===== config.mk =====
export PLATFORM = sky130hd
export DESIGN_NAME = codifica_hamming_serial_flat
export DESIGN_NICKNAME = d
export VERILOG_FILES = /design/src/rtl/codifica_hamming_serial_if.sv /design/src/rtl/codifica_hamming_serial.sv /design/src/flat_wrapper.sv
export SDC_FILE = /design/constraint.sdc
export NUM_CORES = 1
export LEC_CHECK = 0
export BUFFER_PORTS_ARGS = -buffer_cell sky130_fd_sc_hd__buf_2
export CAP_MARGIN = 30
export CORE_MARGIN = 2
export CORE_UTILIZATION = 40
export CTS_BUF_LIST = sky130_fd_sc_hd__clkbuf_8
export DETAILED_ROUTE_END_ITERATION = 10
export HOLD_SLACK_MARGIN = 0.02
export PLACE_DENSITY = 0.72
export REMOVE_ABC_BUFFERS = 1
export SYNTH_ARGS = -nofsm -noshare
export SYNTH_HDL_FRONTEND = slang
export SYNTH_SLANG_ARGS = --single-unit

===== constraint.sdc =====
create_clock -name clk -period 1.65 [get_ports clk]
set_input_delay 0.165 -clock clk [delete_from_list [all_inputs] [get_ports clk]]
set_output_delay 0.165 -clock clk [all_outputs]
set_load 0.005 [all_outputs]

===== src/rtl/codifica_hamming_serial_if.sv =====
// codifica_hamming_serial_if: word-in / codeword-out bundle for the Hamming(15,11) serial encoder.
// Ports: dado, erro_pos and in_valid travel to the encoder. in_ready, codigo,
// codigo_valid, tx_bit, tx_valid and tx_sof travel back to the source/receiver.
interface codifica_hamming_serial_if;
   logic [10:0] dado;
   logic [3:0]  erro_pos;
   logic        in_valid;
   logic        in_ready;
   logic [14:0] codigo;
   logic        codigo_valid;
   logic        tx_bit;
   logic        tx_valid;
   logic        tx_sof;
   modport master (
      output dado, erro_pos, in_valid,
      input  in_ready, codigo, codigo_valid, tx_bit, tx_valid, tx_sof
   );
   modport slave (
      input  dado, erro_pos, in_valid,
      output in_ready, codigo, codigo_valid, tx_bit, tx_valid, tx_sof
   );
endinterface


===== src/rtl/codifica_hamming_serial.sv =====
// codifica_hamming_serial: Hamming(15,11) encoder with optional single-bit error injection and LSB-first serial transmit.
// Ports: clk (rising edge), rst_n (async, active low), bus (slave modport):
//   dado/erro_pos/in_valid in, in_ready out; codigo/codigo_valid parallel codeword;
//   tx_bit/tx_valid/tx_sof serial stream, bit 0 first, tx_sof marks bit 0.
module codifica_hamming_serial #(
   parameter int INJ_EN = 1
) (
   input logic                           clk,
   input logic                           rst_n,
   codifica_hamming_serial_if.slave      bus
);
   typedef enum logic {IDLE, SHIFT} state_t;
   state_t      state_q, state_d;
   logic [3:0]  cnt_q, cnt_d;
   logic [14:0] codigo_q;
   logic        codigo_valid_q;
   logic [14:0] enc;
   logic [14:0] mask;
   logic [14:0] enc_inj;
   logic        accept;
   // Data occupies the non-power-of-two positions; parity at positions 1, 2, 4, 8.
   always_comb begin
      enc = '0;
      enc[2] = bus.dado[0];
      enc[6:4] = bus.dado[3:1];
      enc[14:8] = bus.dado[10:4];
      enc[0] = ^{enc[2], enc[4], enc[6], enc[8], enc[10], enc[12], enc[14]};
      enc[1] = ^{enc[2], enc[5], enc[6], enc[9], enc[10], enc[13], enc[14]};
      enc[3] = ^{enc[4], enc[5], enc[6], enc[11], enc[12], enc[13], enc[14]};
      enc[7] = ^enc[14:8];
      mask = (INJ_EN != 0 && bus.erro_pos != 4'd0) ? (15'd1 << (bus.erro_pos - 4'd1)) : 15'd0;
      enc_inj = enc ^ mask;
   end
   // The last bit cycle also accepts, so frames can run back to back.
   assign bus.in_ready = (state_q == IDLE) || (cnt_q == 4'd14);
   assign accept = bus.in_valid && bus.in_ready;
   always_comb begin
      state_d = state_q;
      cnt_d = cnt_q;
      if (accept) begin
         state_d = SHIFT;
         cnt_d = 4'd0;
      end else if (state_q == SHIFT) begin
         state_d = (cnt_q == 4'd14) ? IDLE : SHIFT;
         cnt_d = (cnt_q == 4'd14) ? 4'd0 : cnt_q + 4'd1;
      end
   end
   always_ff @(posedge clk or negedge rst_n) begin
      if (!rst_n) begin
         state_q <= IDLE;
         cnt_q <= 4'd0;
         codigo_q <= '0;
         codigo_valid_q <= 1'b0;
      end else begin
         state_q <= state_d;
         cnt_q <= cnt_d;
         codigo_valid_q <= accept;
         if (accept) codigo_q <= enc_inj;
      end
   end
   // Serial outputs decode straight from state, so an async reset clears them at once.
   assign bus.codigo = codigo_q;
   assign bus.codigo_valid = codigo_valid_q;
   assign bus.tx_valid = (state_q == SHIFT);
   assign bus.tx_bit = (state_q == SHIFT) ? codigo_q[cnt_q] : 1'b0;
   assign bus.tx_sof = (state_q == SHIFT) && (cnt_q == 4'd0);
endmodule


===== src/flat_wrapper.sv =====
// flat-port wrapper written by rule: the top's interface ports become plain ports
module codifica_hamming_serial_flat 
#(
   parameter int INJ_EN = 1
)
  (clk, rst_n, bus_dado, bus_erro_pos, bus_in_valid, bus_in_ready, bus_codigo, bus_codigo_valid, bus_tx_bit, bus_tx_valid, bus_tx_sof);
  codifica_hamming_serial_if bus_i ();
  input logic clk;
  input logic rst_n;
  input wire logic [$bits(bus_i.dado)-1:0] bus_dado;
  input wire logic [$bits(bus_i.erro_pos)-1:0] bus_erro_pos;
  input wire logic [$bits(bus_i.in_valid)-1:0] bus_in_valid;
  output wire logic [$bits(bus_i.in_ready)-1:0] bus_in_ready;
  output wire logic [$bits(bus_i.codigo)-1:0] bus_codigo;
  output wire logic [$bits(bus_i.codigo_valid)-1:0] bus_codigo_valid;
  output wire logic [$bits(bus_i.tx_bit)-1:0] bus_tx_bit;
  output wire logic [$bits(bus_i.tx_valid)-1:0] bus_tx_valid;
  output wire logic [$bits(bus_i.tx_sof)-1:0] bus_tx_sof;
  assign bus_i.dado = bus_dado;
  assign bus_i.erro_pos = bus_erro_pos;
  assign bus_i.in_valid = bus_in_valid;
  assign bus_in_ready = bus_i.in_ready;
  assign bus_codigo = bus_i.codigo;
  assign bus_codigo_valid = bus_i.codigo_valid;
  assign bus_tx_bit = bus_i.tx_bit;
  assign bus_tx_valid = bus_i.tx_valid;
  assign bus_tx_sof = bus_i.tx_sof;
  codifica_hamming_serial #(.INJ_EN(INJ_EN)) u_core (.clk(clk), .rst_n(rst_n), .bus(bus_i));
endmodule

# After elaboration in Yosys (flattened, before gate mapping)
# Index checks and enable logic that the tools add are counted.
[word_totals] register_bits=21 in_bits=18 output_inout_bits=20 elab_cells=31
[classes] n_addsub=2 order_cmp=1 n_eq_ne=1 shift=1 n_mux=10 bitwise_logic=2 n_reduce_logical=10
[ops] operator="$reduce_xor 7->1" n=4
[ops] operator="$mux 15" n=1
[ops] operator="$shl 1x4->15 const A" n=1
[ops] operator="$xor 15x15->15" n=1
[ops] operator="$mux 4" n=3
[ops] operator="$lt 4x5->1 const B" n=1
[ops] operator="$mux 1" n=5
[ops] operator="$add 4x1->4 const B" n=1
[ops] operator="$bmux 1 s4" n=1
[ops] operator="$eq 4x4->1 const B" n=1
[ops] operator="$logic_not 4->1" n=1
[ops] operator="$reduce_bool 4->1" n=1
[ops] operator="$sub 4x1->4 const B" n=1
[ops] operator="$logic_and 1x1->1" n=2
[ops] operator="$reduce_bool 2->1" n=1
[ops] operator="$logic_or 1x1->1" n=1
[ops] operator="$not 1->1" n=1

# Logic depth before layout (Yosys ltp)
[depth] ltp_word=4 mapped_depth=8 depth_no_buf=6

# Least setup slack after synthesis
# OpenSTA, ideal clock, no wires.
[synth_timing] path_kind="reg2out" startpoint="reg u_core.cnt_q[1]" endpoint="out bus_tx_bit" arrival_ns=1.562 t_required_ns=1.485 slack_ns=-0.077 path_stages_with_launch=6 path_buffers=1 cell_sequence="dfrtp_1 -> clkbuf_1 -> mux4_2 -> mux2_2 -> o21ai_1 -> a21oi_1"
[synth_via] elab_chain_len=3
[synth_lines] item="start: declaration" line_no="codifica_hamming_serial.sv:14" text="logic [3:0] cnt_q, cnt_d;"
[synth_lines] item="start signal: assignment" line_no="codifica_hamming_serial.sv:56" text="cnt_q <= cnt_d;"
[synth_lines] item="$bmux 1 s4" line_no="codifica_hamming_serial.sv:65" text="assign bus.tx_bit = (state_q == SHIFT) ? codigo_q[cnt_q] : 1'b0;"
[synth_lines] item="$mux 1 (implied by the code)" line_no="codifica_hamming_serial.sv:65"
[synth_lines] item="$mux 1" line_no="codifica_hamming_serial.sv:65"
[synth_lines] item="end: declaration" line_no="flat_wrapper.sv:16" text="output wire logic [$bits(bus_i.tx_bit)-1:0] bus_tx_bit;"
# Every way passes these cells. The select of a mux whose other input is x is not followed.

# Worst setup path in the final report
# Same ends and word-level chain as after synthesis.

==> results_dict.tcl <==
set metrics [dict create \
    status "finished, violations left" \
    violations "setup timing" \
    vias 1144 \
    synth_cell_types 29 \
    cp-start-kind "flop" \
    root_buffer "clkbuf_8" \
    syn_area_per_cell_um2 9.91 \
    place_congestion 0.857 \
    core_um2 3340 \
    hold_ws_ns 0.149 \
    cts.sinks 21 \
    cp-end-kind "primary output" \
    clk_pin_slew_ns 0.07 \
    pin_count 38 \
    routed-wl-met2_um 1500 \
    firstDrtPassIters 4 \
    critPathRequiredTime_ns 1.48 \
    powerDensity_nw_per_um2 1520 \
    min_to "u_core.bus.tx_valid$_DFF_PN0_" \
    path_class "flop to primary output" \
    slew_violations 0 \
    start_util_pct 41.9 \
    die_w_um 63.1 \
    hp-start "bus_in_valid" \
    num_rows 21 \
    place_hpwl_um 2570 \
    insertion_delay_ns 0.26 \
    reg2reg_slack_ns 0 \
    cts_tree "yes" \
    cp_max_fo 3 \
    grt_max_degree 22 \
    period_share_pct 115 \
    drt-initial-drc-count 82 \
    cp_data_arrival_time_ns 1.74 \
    synth_cells 141 \
    maxUsedRoutingLayer "met4" \
    antenna_found_initial 0 \
    period_needed_ns 1.90 \
    multiInputGateArea_um2 842 \
    reg2reg_to "u_core.bus.codigo[10]$_DFFE_PN0P_" \
    num_antenna_cells 0 \
    finalSetupViolCount 4 \
    worst_pin_slew_ns 0.470 \
    grt_setup_unrepaired "yes" \
    synth_edf_count 0 \
    reg2reg_from "u_core.cnt_q[1]$_DFFE_PN0P_" \
    synthFlopType "dfrtp_1" \
    finalSetupTns_ns -0.403 \
    finClkSkew_ns 0.00351 \
    die-area_um2 3980 \
    worst-r2r-cell-count 8 \
    wl_met1_um 1440 \
    htreeDepth 1 \
    io_buffers 37 \
    drc 0 \
    grt_use_total_pct 17.7 \
    fin_util_pct 52.0 \
    met3_length_um 147 \
    worst_slack_ns -0.254 \
    yosysWarnings 0 \
    ir_drop_mv 0.421 \
    dp_slack_ns -0.0455 \
    max_freq_ghz 0.525 \
    grt_pass1_vias 1150 \
    post_drt_via_cell_ratio 5.00 \
    hold-path-cell-count 2 \
    ff_latch_area_um2 527 \
    drtAntennaViolNets 0 \
    grt_first_pass_wirelength_um 5480 \
    slew_headroom_pct 68.7 \
    area_growth_pct 24.1 \
    numCtsBuffers 3 \
    synthArstFlopShare_pct 100 \
    grt.overflow.total 0 \
    clk_path_buf_depth 2 \
    nets 205 \
    wire_per_inst_um 13.8 \
    synth_area_um2 1400 \
    total_power_mw 2.64 \
    nFillCells 315 \
    ys_ff_latch 21 \
    synth-seq-area-share_pct 37.6 \
    hold_path.class "primary input to flop" \
    finalHoldViolations 0 \
    leakagePower_nw 0.757 \
    drive_above_1_share_pct 30.6 \
    wirelength_um 3170 \
    die_h_um 63.1 \
    drv_cap 0 \
]
==> metrics by stage <==
stage                     instance area [um2]  std cells
after floorplan                          1370        134
after global placement                   1660        223
after detailed placement                 1660        223
after CTS                                1730        229
after global routing                     1730        229
final                                    1730        229
==> cell families (layout without fill, tap and decap cells) <==
family / count (synthesis) / count (layout) / synth area share [%]
muxes: 6 / 6 / 7.07
AOI/OAI and AO/OA: 25 / 25 / 10.0
xor gates and xnor gates: 29 / 29 / 22.1
and+or+nand+nor: 48 / 48 / 18.1
adders and majority gates: 3 / 3 / 2.69
buffers and inverters: 9 / 51 / 2.42
DFF: 21 / 21 / 37.6
==> layout by cell type, fill, tap and decap left out, types with 2 or more instances in the layout <==
master,synthesis,final
xor2_1,4,4
xnor3_1,4,4
ha_1,3,3
nor3_1,3,3
o21ai_1,2,2
mux2i_1,2,2
dfrtp_1,21,20
nand3_1,2,2
buf_4,0,5
xnor2_1,21,21
inv_1,2,3
buf_6,0,2
nand2_1,6,6
a21oi_1,16,16
nor4b_2,2,2
mux4_2,3,3
clkbuf_8,0,3
nor2_1,26,26
buf_2,0,37
nand2b_1,5,5
==> cell type report <==
class	instances	area share (%)
clock buffer	3	2.38
clock inverter	1	0.216
inverter	2	0.433
multi-input combinational	111	48.6
sequential	21	30.4
tap	46	3.32
timing repair buffer	45	14.7
==> per-layer routing <==
| metal | GRT usage (%) | up-vias |
|---|---|---|
| met4 | 7.50 | 0 |
| met2 | 29.3 | 40 |
| met5 | 0 | - |
| met3 | 2.32 | 9 |
| li1 | - | 570 |
| met1 | 23.4 | 525 |
==> report_power, final <==
part	leakage (nW)	total (mW)	internal (mW)	switching (mW)
clock network	0.0269	0.326	0.166	0.160
registers	0.236	0.998	0.760	0.238
logic	0.493	1.31	0.734	0.581
==> what timing repair did <==
item                                    CTS  global route
cloned                                    0             0
endpoints found under the setup margin    2            18
resized for setup                         1             2
hold buffers                              1             0
setup buffers                             1             0
endpoints found under the hold margin    21             0
==> registers in the layout, summed over array words and instances (netlist names) <==
signal	cells
u_core.bus.codigo_valid	1
u_core.bus.tx_valid	1
u_core.bus.codigo	15
u_core.cnt_q	4
==> critical path, cell delays in order, from the launching register on <==
cell and delay, ns:
dfrtp_2 0.41, mux4_2 0.51, mux2_2 0.28, o21ai_1 0.11, a21oi_1 0.05, buf_2 0.13
==> worst max-delay path by stage <==
stage	to	slack [ns]	cells past startpoint	from
after floorplan	u_core.bus.codigo[0]$_DFFE_PN0P_	-0.65	5	u_core.cnt_q[0]$_DFFE_PN0P_
after global placement	bus_tx_bit	-0.03	5	u_core.cnt_q[1]$_DFFE_PN0P_
after detailed placement	bus_tx_bit	-0.05	5	u_core.cnt_q[1]$_DFFE_PN0P_
after CTS	bus_tx_bit	-0.27	5	u_core.cnt_q[1]$_DFFE_PN0P_
after global routing	bus_tx_bit	-0.32	5	u_core.cnt_q[1]$_DFFE_PN0P_
final	bus_tx_bit	-0.25	5	u_core.cnt_q[1]$_DFFE_PN0P_
==> Yosys cell counts, types with 3 or more instances <==
library cell,instances,area (um2)
nor2_1,26,97.6
dfrtp_1,21,526
xnor2_1,21,184
a21oi_1,16,80.1
clkbuf_1,7,26.3
nand2_1,6,22.5
nand2b_1,5,31.3
xnor3_1,4,90.1
xor2_1,4,35.0
ha_1,3,37.5
mux4_2,3,67.6
nor3_1,3,15.0
(Power assumes the default switching activity.)
